**config.mk**
```make
export PLATFORM = sky130hd
export DESIGN_NAME = uart_tx
export DESIGN_NICKNAME = d
export VERILOG_FILES = /design/src/rtl/uart_pkg.sv /design/src/rtl/uart_tx.sv
export SDC_FILE = /design/constraint.sdc
export NUM_CORES = 1
export LEC_CHECK = 0
export ABC_AREA = 1
export CAP_MARGIN = 20
export CORE_ASPECT_RATIO = 0.7
export CORE_MARGIN = 2
export CORE_UTILIZATION = 35
export DETAILED_ROUTE_END_ITERATION = 10
export GPL_TIMING_DRIVEN = 0
export PLACE_DENSITY = 0.66
export SLEW_MARGIN = 40
export SYNTH_ARGS = -nofsm -noshare
export SYNTH_HDL_FRONTEND = slang
export SYNTH_SLANG_ARGS = --single-unit
export TNS_END_PERCENT = 5
```
**constraint.sdc**
```tcl
create_clock -name clk -period 5.1 [get_ports clk]
set_input_delay 1.02 -clock clk [delete_from_list [all_inputs] [get_ports clk]]
set_output_delay 1.02 -clock clk [all_outputs]
set_load 0.005 [all_outputs]
```
**src/rtl/uart_pkg.sv**
```systemverilog
// uart_pkg: definitions shared by the UART transmitter and receiver.
//   - 4-bit frame state encodings (IDLE, START, D0..D7, PARITY, STOP1, STOP2)
//     and the enum type built on them
//   - default oversampling ratio and 8N1 frame length
//   - helpers for frame length and parity
package uart_pkg;

    localparam logic [3:0] UART_ST_IDLE   = 4'd0;
    localparam logic [3:0] UART_ST_START  = 4'd1;
    localparam logic [3:0] UART_ST_D0     = 4'd2;
    localparam logic [3:0] UART_ST_D1     = 4'd3;
    localparam logic [3:0] UART_ST_D2     = 4'd4;
    localparam logic [3:0] UART_ST_D3     = 4'd5;
    localparam logic [3:0] UART_ST_D4     = 4'd6;
    localparam logic [3:0] UART_ST_D5     = 4'd7;
    localparam logic [3:0] UART_ST_D6     = 4'd8;
    localparam logic [3:0] UART_ST_D7     = 4'd9;
    localparam logic [3:0] UART_ST_PARITY = 4'd10;
    localparam logic [3:0] UART_ST_STOP1  = 4'd11;
    localparam logic [3:0] UART_ST_STOP2  = 4'd12;

    localparam int UART_OVERSAMPLE = 16;

    // Bits in a default 8N1 frame: start + 8 data + 1 stop.
    localparam int UART_FRAME_BITS = 10;

    typedef enum logic [3:0] {
        ST_IDLE   = UART_ST_IDLE,
        ST_START  = UART_ST_START,
        ST_D0     = UART_ST_D0,
        ST_D1     = UART_ST_D1,
        ST_D2     = UART_ST_D2,
        ST_D3     = UART_ST_D3,
        ST_D4     = UART_ST_D4,
        ST_D5     = UART_ST_D5,
        ST_D6     = UART_ST_D6,
        ST_D7     = UART_ST_D7,
        ST_PARITY = UART_ST_PARITY,
        ST_STOP1  = UART_ST_STOP1,
        ST_STOP2  = UART_ST_STOP2
    } uart_state_e;

    // Bits per frame for a given parity/stop configuration.
    function automatic int uart_frame_bits(input int parity_en, input int stop_bits);
        return UART_FRAME_BITS + parity_en + stop_bits - 1;
    endfunction

    // Parity bit: even parity over the byte, inverted when odd parity is selected.
    function automatic logic uart_parity(input logic [7:0] data, input logic odd);
        return (^data) ^ odd;
    endfunction

endpackage

```
**src/rtl/uart_tx.sv**
```systemverilog
// uart_tx: serial UART transmitter (start, 8 data bits LSB first,
// optional parity, 1 or 2 stop bits), timed by an oversampled baud tick.
// Ports:
//   clk         system clock, rising edge
//   reset       synchronous, active-low reset
//   i_clk_tx    one-clk baud tick at OVERSAMPLE x bit rate
//   i_tx_start  transmit request, sampled only while idle
//   i_tx_data   byte to send, captured on accept
//   o_txd       registered serial line, idles high
//   o_tx_busy   high from the cycle after accept to the end of the last stop bit
//   TxDone      one-clk pulse at frame completion
module uart_tx
    import uart_pkg::*;
#(
    parameter int OVERSAMPLE = UART_OVERSAMPLE,
    parameter int STOP_BITS  = 1,
    parameter int PARITY_EN  = 0,
    parameter int PARITY_ODD = 0
)(
    input  logic       clk,
    input  logic       reset,
    input  logic       i_clk_tx,
    input  logic       i_tx_start,
    input  logic [7:0] i_tx_data,
    output logic       o_txd,
    output logic       o_tx_busy,
    output logic       TxDone
);

    localparam int CNT_W = (OVERSAMPLE > 1) ? $clog2(OVERSAMPLE) : 1;
    localparam logic [CNT_W-1:0] CNT_MAX = CNT_W'(OVERSAMPLE - 1);

    uart_state_e      state_r;
    logic [CNT_W-1:0] cnt_r;
    logic [7:0]       shreg_r;
    logic             txd_r;
    logic             busy_r;
    logic             done_r;

    uart_state_e      next_state_s;
    logic             next_level_s;

    // State that follows the current one once its bit period has elapsed.
    function automatic uart_state_e next_state(input uart_state_e cur);
        uart_state_e nxt;
        case (cur)
            ST_START:  nxt = ST_D0;
            ST_D0:     nxt = ST_D1;
            ST_D1:     nxt = ST_D2;
            ST_D2:     nxt = ST_D3;
            ST_D3:     nxt = ST_D4;
            ST_D4:     nxt = ST_D5;
            ST_D5:     nxt = ST_D6;
            ST_D6:     nxt = ST_D7;
            ST_D7:     nxt = (PARITY_EN != 0) ? ST_PARITY : ST_STOP1;
            ST_PARITY: nxt = ST_STOP1;
            ST_STOP1:  nxt = (STOP_BITS == 2) ? ST_STOP2 : ST_IDLE;
            ST_STOP2:  nxt = ST_IDLE;
            default:   nxt = ST_IDLE;
        endcase
        return nxt;
    endfunction

    // Line level driven while in a given state.
    function automatic logic line_level(input uart_state_e st, input logic [7:0] data);
        logic lvl;
        case (st)
            ST_START:  lvl = 1'b0;
            ST_D0:     lvl = data[0];
            ST_D1:     lvl = data[1];
            ST_D2:     lvl = data[2];
            ST_D3:     lvl = data[3];
            ST_D4:     lvl = data[4];
            ST_D5:     lvl = data[5];
            ST_D6:     lvl = data[6];
            ST_D7:     lvl = data[7];
            ST_PARITY: lvl = uart_parity(data, (PARITY_ODD != 0));
            default:   lvl = 1'b1;
        endcase
        return lvl;
    endfunction

    // Successor state and its line level, applied when the bit's last tick arrives.
    always_comb begin
        next_state_s = next_state(state_r);
        next_level_s = line_level(next_state_s, shreg_r);
    end

    // Frame FSM, tick counter, shift register and registered outputs.
    always_ff @(posedge clk) begin
        if (!reset) begin
            state_r <= ST_IDLE;
            cnt_r   <= {CNT_W{1'b0}};
            shreg_r <= 8'h00;
            txd_r   <= 1'b1;
            busy_r  <= 1'b0;
            done_r  <= 1'b0;
        end else begin
            done_r <= 1'b0;
            if (state_r == ST_IDLE) begin
                // Ticks are ignored in idle, including one in the accept cycle.
                cnt_r <= {CNT_W{1'b0}};
                if (i_tx_start) begin
                    shreg_r <= i_tx_data;
                    state_r <= ST_START;
                    txd_r   <= 1'b0;
                    busy_r  <= 1'b1;
                end else begin
                    txd_r  <= 1'b1;
                    busy_r <= 1'b0;
                end
            end else if (i_clk_tx) begin
                if (cnt_r == CNT_MAX) begin
                    cnt_r   <= {CNT_W{1'b0}};
                    state_r <= next_state_s;
                    txd_r   <= next_level_s;
                    if (next_state_s == ST_IDLE) begin
                        busy_r <= 1'b0;
                        done_r <= 1'b1;
                    end else begin
                        busy_r <= 1'b1;
                    end
                end else begin
                    cnt_r <= cnt_r + CNT_W'(1);
                end
            end else begin
                cnt_r <= cnt_r;
            end
        end
    end

    assign o_txd     = txd_r;
    assign o_tx_busy = busy_r;
    assign TxDone    = done_r;

endmodule
```
==> impl_metrics.env <==
export IMPL_status="completed"
export IMPL_avgViaCountPerCell=4.430
export IMPL_netlist_instances=188
export IMPL_hold_buffers=0
export IMPL_fin_util=0.4319
export IMPL_h_tree_depth=1
export IMPL_crit_type="input pin to register"
export IMPL_seq_area_frac_synth=0.3654
export IMPL_max_cap_violations=0
export IMPL_core_area_sq_um=3491
export IMPL_gp_congestion=0.8102
export IMPL_first_global_vias=920
export IMPL_die_height_um=54.20
export IMPL_seq_area_sq_um=460.4
export IMPL_peakVddDrop_uv=131.8
export IMPL_clk_path_buf_depth=2
export IMPL_drc=0
export IMPL_min_period_ns=2.630
export IMPL_yosys_area_top_type_share=0.3654
export IMPL_synth_commonest_cells="nand2_1, inv_1, dfxtp_1, nand3_1"
export IMPL_yosysTopAreaCell="dfxtp_1"
export IMPL_syn_area_sq_um=1260
export IMPL_drt_iter0_markers=41
export IMPL_clkSinkCount=23
export IMPL_ys_async_sr_fraction=0
export IMPL_drive_gt1_frac=0.07282
export IMPL_p_int_mw=0.2707
export IMPL_place_hpwl_um=1986
export IMPL_sw_frac_of_total=0.2641
export IMPL_synth_most_common_cell="nand2_1"
export IMPL_synthDistinctLibCells=24
export IMPL_synth_edf_count=0
export IMPL_required_ns=5.24
export IMPL_drtAntennaViolNets=0
export IMPL_clk_insertion_delay_late_ns=0.26
export IMPL_grtUsageTotal=0.1379
export IMPL_p_switching_mw=0.09718
export IMPL_grt_antenna_before_repair=0
export IMPL_critPathLaunchType="input pin"
export IMPL_combPwrFrac=0.166
export IMPL_drtPass1Iterations=4
export IMPL_slew_viol_final=0
export IMPL_grt_max_degree=13
export IMPL_nets=223
export IMPL_cts_buffers=3
export IMPL_path_common_cell="nor2_4"
export IMPL_clkPwrFrac=0.301
export IMPL_cts_setup_buffers=0
export IMPL_seqPwrFrac=0.533
export IMPL_relSlewSlack=0.7064
export IMPL_area_growth_syn_to_layout_pct=19.66
export IMPL_hold_class="register to register"
export IMPL_ctsResizeCount=0
export IMPL_fillers=367
export IMPL_wl_per_cell_um=9.965
export IMPL_die_w_um=75.71
export IMPL_critPathMaxFanout=5
export IMPL_worst_pin_slew_ns=0.4405
export IMPL_crit_slowest_cell="clkdlybuf4s50_1"
export IMPL_die_area_sq_um=4103
export IMPL_route_vias_total=1134
export IMPL_fmax_ghz=0.3803
export IMPL_endpoint_kind="register"
export IMPL_finalHoldViolCount=0
export IMPL_tritoncts="yes"
export IMPL_rsz0062_at_grt="false"
export IMPL_antennaDiodeCount=0
export IMPL_min_period_over_period=0.5156
export IMPL_grt_overflow=0
export IMPL_path_cells="clkdlybuf4s50_1, nand2_2, nor2_4, inv_2, nor2_4, inv_1, o22ai_1, ha_1, a21boi_0"
export IMPL_postSynthAreaPerCell_sq_um=6.702
export IMPL_synth_fp_nets=204
export IMPL_fin_skew_ns=0.004417
export IMPL_row_count=18
export IMPL_synth_top_flop_cell="dfxtp_1"
export IMPL_clk_pin_slew_ns=0.08
export IMPL_p_per_area_nw_per_um2=244.0
export IMPL_multi_input_area_sq_um=668.1
export IMPL_finalWirelength_um=2551
export IMPL_initial_core_util=0.3609
export IMPL_grt_pass1_wl_um=4195
export IMPL_port_buffers=14
export IMPL_io_pins=15
export IMPL_max_stage_delay_ns=0.57
export IMPL_synth_warnings=0
export IMPL_setup_viol=0
export IMPL_cts_root_buf="clkbuf_8"
export IMPL_tns_ns=0
export IMPL_synth_ff_latch_count=23
export IMPL_ys_top_cells_by_area="dfxtp_1, nand2_1, inv_1"
export IMPL_arrival_ns=2.77
export IMPL_p_leak_nw=0.6945
-- cell usage in the layout, fill, tap and decap left out --
master and n:
nand2_1 54, inv_1 31, dfxtp_1 23, clkdlybuf4s50_1 14, nand3_1 13, nor2_1 11, a21oi_1 11, o21ai_0 10
nand2_2 5, nor3_1 4, ha_1 4, clkbuf_1 3, xor2_1 3, clkbuf_8 3, nor2_4 2, inv_2 2
o22ai_1 2, nor4_1 2, xnor2_1 2, nand3_2 1, or2_1 1, o21ai_2 1, nand3b_1 1, nand2_4 1
a21boi_0 1, mux2i_1 1
-- cell type report --
class                      instances  share of cell area
timing repair buffer              14             0.09295
clock buffer                       4             0.02988
inverter                          33             0.08216
sequential                        23              0.3054
multi-input combinational        130              0.4432
buffer                             2            0.004979
tap                               50             0.04149
-- kinds of logic (layout without fill, tap and decap cells) --
group / after synthesis / after routing / synth area share
AOI/OAI and AO/OA: 25 / 25 / 0.1063
xor gates and xnor gates: 5 / 5 / 0.03476
adders and majority gates: 4 / 4 / 0.03972
buffers and inverters: 35 / 53 / 0.1043
DFF: 23 / 23 / 0.3654
muxes: 1 / 1 / 0.007945
and+or+nand+nor: 95 / 95 / 0.3416
-- power by group through the flow --
stage          clock network, mW  logic, mW  registers, mW
2_1_floorplan                  0     0.0400          0.199
3_3_place_gp                   0     0.0601          0.200
3_5_place_dp                   0     0.0613          0.200
4_1_cts                    0.116     0.0616          0.196
5_1_grt                    0.125     0.0703          0.198
6_report                   0.111     0.0612          0.196
-- per-layer routing --
metal / track usage / wire (um) / vias up
li1: - / - / 620
met1: 0.2105 / 1397 / 490
met2: 0.1884 / 1007 / 22
met3: 0.04682 / 135 / 2
met4: 0.01754 / 11 / 0
met5: 0 / 0 / -
-- flip-flops by register name (all words and copies together) (netlist names) --
signal        cells
shreg_r           8
o_tx_busy         1
next_state_s      4
state_r           4
o_txd             1
TxDone            1
cnt_r             4
-- worst max-delay path: cells and delay by family --
kind                       cells  cell delay, ns
AOI/OAI and AO/OA              2            0.38
adders and majority gates      1            0.30
buffers and inverters          3            0.71
and+or+nand+nor                3            0.34
-- metrics by stage --
step | hold WS, ns | instance area (sq um) | total power [mW] | worst slack (ns) | std cells
6_report | 0.4696 | 1508 | 0.3679 | 2.470 | 256
5_1_grt | 0.4917 | 1508 | 0.3933 | 2.314 | 256
4_1_cts | 0.4780 | 1508 | 0.3738 | 2.467 | 256
3_5_place_dp | 0.4651 | 1463 | 0.2616 | 2.184 | 252
3_3_place_gp | 0.4526 | 1463 | 0.2602 | 2.176 | 252
2_1_floorplan | 0.4527 | 1260 | 0.2385 | 2.956 | 188
-- path summary, 6_finish.rpt --
kind | startpoint | to | slack (ns) | depth (start not counted)
max | i_clk_tx | next_state_s[1]$_DFF_P_ | 2.47 | 9
max reg2reg | cnt_r[1]$_SDFFE_PP0P_ | next_state_s[1]$_DFF_P_ | 3.27 | 9
min reg2reg | o_tx_busy$_SDFFE_PN0P_ | o_tx_busy$_SDFFE_PN0P_ | 0.47 | 2
min | o_tx_busy$_SDFFE_PN0P_ | o_tx_busy$_SDFFE_PN0P_ | 0.47 | 2
Note: power is estimated with default switching activity, not from simulation.
==> RTL edit 1: new RTL, config.mk and constraints unchanged <==
The package constant `UART_OVERSAMPLE` goes from 16 to 32.
--- a/src/rtl/uart_pkg.sv
+++ b/src/rtl/uart_pkg.sv
@@ -19,7 +19,7 @@
     localparam logic [3:0] UART_ST_STOP1  = 4'd11;
     localparam logic [3:0] UART_ST_STOP2  = 4'd12;
 
-    localparam int UART_OVERSAMPLE = 16;
+    localparam int UART_OVERSAMPLE = 32;
 
     // Bits in a default 8N1 frame: start + 8 data + 1 stop.
     localparam int UART_FRAME_BITS = 10;
Function: no difference found for any inputs over 10 cycles, from zero or initial values and one cycle with reset low; that may be too few to reach the edited logic, so the function may still have changed.
==> RTL edit 1 against the unedited design <==
- setup slack gained 0.074 ns
- sequential share of layout area shrank 0.75 points
- final area grew 7.0%
- synthesized area grew 8.3%
- clock skew grew 0.0031 ns
- routed wire length grew 3.4%
- power grew 10%
- sequential cell count grew 1
==> RTL edit 1: results (changes against the unedited design) <==
| Metric | Value |
|---|---|
| Status | finished, final reports clean |
| Power Internal | 296 uW (+9.5%) |
| ClkCell Share | 0.0341 (+0.00426) |
| Wire per inst | 9.88 microns (-0.85%) |
| Largest stage delay on the critical path | 0.62 ns (+0.05 ns) |
| Global-route wire length before repair | 4.50 mm (+7.2%) |
| Worst-path maximum fanout | 10 (+5) |
| Power Total | 406 uW (+10%) |
| Post-layout nets | 235 (+5.4%) |
| Core area | 3630 sq um (+3.9%) |
| Synth Area in Adders | 0.0458 (+0.00611) |
| Share of layout cells above drive strength 1 | 0.0876 (+0.0147) |
| HPWL reported at the end of detailed placement | 2.07 mm (+4.5%) |
| Reg2Reg Depth | 14 (+5) |
| R2R Path Start | cnt_r[0]$_SDFFE_PP0P_ |
| Placed Cells | 263 (+4.4%) |
| Placed Area | 1560 sq um (+6.5%) |
| Area grow syn2layout | 18.1% |
| Initial DRC Count | 39 (-4.9%) |
| Slew HR | 0.691 (-0.0152) |
| GRT Util Overall | 0.131 (-0.00723) |
| Routed WL | 2.64 mm (+3.4%) |
| Filler cells | 374 (+1.9%) |
| Max VDD drop | 0.113 mV (-14%) |
| PortBufs | 13 (-1) |
| Gate power share | 0.179 (+0.013) |
| Setup slack, reg-to-reg | 2.99 ns (-0.28 ns) |
| Leakage power total | 0.783 nW (+13%) |
| Fin Hold WS | 0.467 ns (-0.00245 ns) |
[RTL edit 1: changes by cell type after synthesis, sizes merged, moves of 2 or more]
cell	before	now
nand2	60	70
nand3	14	20
inv	33	28
buf	0	3
nor3	4	1
a21oi	11	13
nand4	0	2
o21ai	11	13
o22ai	2	0
[RTL edit 1: metal layers]
layer | routed length (microns) | vias up | global-route usage
met4 | 56 | 0 | 0.0677
met3 | 121 | 5 | 0.0370
met1 | 1480 | 504 | 0.195
met5 | 0 | - | 0
met2 | 979 | 17 | 0.165
li1 | - | 665 | -
[RTL edit 1: worst max-delay path by stage]
stage                        start                          to  slack, ns  cells after the start
after floorplan           i_clk_tx     next_state_s[1]$_DFF_P_       2.96                     12
after global placement       reset     next_state_s[1]$_DFF_P_       2.27                      7
after detailed placement     reset     next_state_s[1]$_DFF_P_       2.27                      7
after CTS                    reset     next_state_s[1]$_DFF_P_       2.56                      7
after global routing         reset  next_state_s[2]$_SDFF_PP0_       2.40                      8
final                        reset  next_state_s[2]$_SDFF_PP0_       2.54                      8
==> RTL edit 2: new RTL, config.mk and constraints unchanged <==
Made on the original files. Make the reset (`reset`) asynchronous in one clocked block. Comments in the files are not updated.
--- a/src/rtl/uart_tx.sv
+++ b/src/rtl/uart_tx.sv
@@ -87,7 +87,7 @@
     end
 
     // Frame FSM, tick counter, shift register and registered outputs.
-    always_ff @(posedge clk) begin
+    always_ff @(posedge clk or negedge reset) begin
         if (!reset) begin
             state_r <= ST_IDLE;
             cnt_r   <= {CNT_W{1'b0}};
Formal check against the unedited RTL: differs if reset is asserted again (counterexample within 4 cycles, from zero or initial values and one cycle with reset low); with reset held inactive, the same outputs for 10 cycles.
==> RTL edit 2 against the unedited design <==
- utilization hardly changed
- final area shrank 0.66%
- global-route usage increased by 0.72 points
- synthesized area decreased by 0.50%
- sequential cell count is 4 lower
- routed wire length fell by 3.0%
- via count down 2.0%
- setup slack gained 0.33 ns
- register-to-register slack gained 0.18 ns
- final cell count down 2.3%
- worst hold slack got worse by 0.00056 ns
- first-iteration DRC count grew 12%
- largest cell class unchanged
- highest routed layer unchanged
Power is not compared: it rests on default switching activity, and its combinational part moved more than twofold at a synthesized area within 25%.
==> RTL edit 2: results (changes against the unedited design) <==
| Metric | Value |
|---|---|
| Crit path from | o_txd$_DFFE_PN1P_ |
| Top_reg_cell synth | dfrtp_1 |
| R2R Path Start | state_r[0]$_DFFE_PN0P_ |
| Placed Area | 1450 sq um (-0.77%) |
| Dpl ws | 2.86 ns (+0.673 ns) |
| Seq/Total Area, Yosys | 0.380 (+0.0148) |
| Largest stage delay on the critical path | 0.53 ns (-0.04 ns) |
| Synth async-reset ratio | 1.00 (+1.00) |
| Syn_nets | 199 (-2.5%) |
| Area of the multi-input gates | 659 sq um (-1.3%) |
| CP max-delay cell | dfstp_2 |
| GR Util met3 | 0.0431 (-0.00375) |
| Largest net degree at the start of global routing | 20 (+7) |
| Placer Congestion | 0.831 (+2.6%) |
| Number of global-route vias before repair | 983 (+6.8%) |
| Syn Inst Count | 182 (-3.2%) |
| Post-layout nets | 218 (-2.2%) |
| HPWL reported at the end of detailed placement | 1.94 mm (-2.2%) |
| Crit path arrival time | 1.28 ns (-1.49 ns) |
| Diodes inserted | 0 (unchanged) |
| Met2 GRT Util | 0.199 (+0.0101) |
| Worst-path clk slew | 0.07 ns |
| Routed met3 length | 143 microns (+5.9%) |
| Global-route wire length before repair | 4.38 mm (+4.4%) |
| Period minus WS final | 2.30 ns (-0.330 ns) |
| Setup slack, reg-to-reg | 3.45 ns (+0.18 ns) |
| Slew HR | 0.711 (+0.00478) |
| Crit-path leading delay family | flip-flops |
| Vias/cell | 4.44 (+0.32%) |
| Synth top area cells | dfrtp_1 36%, nand2_1 21%, inv_1 6.6%, o21ai_0 6.0%, nand3_1 5.2% |
| Wire per inst | 9.90 microns (-0.69%) |
| WHS Endpoint | o_txd$_DFFE_PN1P_ |
| Met1 WL | 1.40 mm (about the same) |
| Worst Skew | 0.00116 ns (-0.00326 ns) |
| Hold wc startpoint | o_txd$_DFFE_PN1P_ |
| Initial DRC Count | 46 (+12%) |
| RR Endpoint | o_txd$_DFFE_PN1P_ |
| Count of cell types in the netlist | 26 (+8.3%) |
| Reg2Reg Depth | 11 (+2) |
| Vias | 1111 (-2.0%) |
| Skew-Pair Late Insertion Delay | around 0.25 ns |
| Root Driver | clkbuf_8 |
| M1 GR Usage | 0.223 (+0.0130) |
| Placed Cells | 246 (-2.4%) |
| Fin Hold WS | 0.469 ns (-0.000565 ns) |
| Status | finished, final reports clean |
| Top sig layer | met4 |
| Share of layout cells above drive strength 1 | 0.120 (+0.0472) |
| Filler cells | 378 (+3.0%) |
| Worst-path maximum fanout | 2 (-3) |
| Routed wl met2 | 926 microns (-8.0%) |
| Most instantiated cells after synthesis | 69 x nand2_1, 22 x inv_1, 18 x dfrtp_1 |
| GRT Util Overall | 0.145 (+0.00724) |
## RTL edit 2: kinds of logic (layout without fill, tap and decap cells)
family / count (synthesis) / count (layout) / synth area share
simple gates: 105 / 105 / 0.359
buf+inv: 29 / 47 / 0.0938
compound gates: 23 / 23 / 0.110
flops: 19 / 19 / 0.380
fa+ha+maj: 5 / 5 / 0.0499
xor+xnor: 1 / 1 / 0.00699
## RTL edit 2: worst register-to-register path: cells and delay by family (launching register included)
family / cells / cell delay, ns
buffers and inverters: 2 / 0.20
AOI/OAI and AO/OA: 1 / 0.22
DFF: 1 / 0.38
and+or+nand+nor: 7 / 0.51
adders and majority gates: 1 / 0.28
## RTL edit 2: power groups by stage
stage | clock network [mW] | registers, mW | logic [mW]
after floorplan | 0 | 0.266 | 0.439
after global placement | 0 | 0.276 | 0.545
after detailed placement | 0 | 0.277 | 0.550
after CTS | 0.111 | 0.275 | 0.553
after global routing | 0.116 | 0.287 | 0.638
final | 0.105 | 0.275 | 0.552
## RTL edit 2: area by class of cell
| type | instances | share of cell area |
|---|---|---|
| Buffer | 2 | 0.0109 |
| Tap cell | 50 | 0.0418 |
| Multi-Input combinational cell | 134 | 0.440 |
| Timing Repair Buffer | 14 | 0.0902 |
| Clock inverter | 1 | 0.00334 |
| Clock buffer | 3 | 0.0276 |
| Inverter | 27 | 0.0677 |
| Sequential cell | 19 | 0.318 |
## RTL edit 2: worst max path at each step
stage                             end  cells after the start
2_1_floorplan   o_tx_busy$_DFFE_PN0P_                      5
3_3_place_gp   state_r[0]$_DFFE_PN0P_                      5
3_5_place_dp   state_r[0]$_DFFE_PN0P_                      5
4_1_cts                         o_txd                      1
5_1_grt                         o_txd                      1
6_report                        o_txd                      1
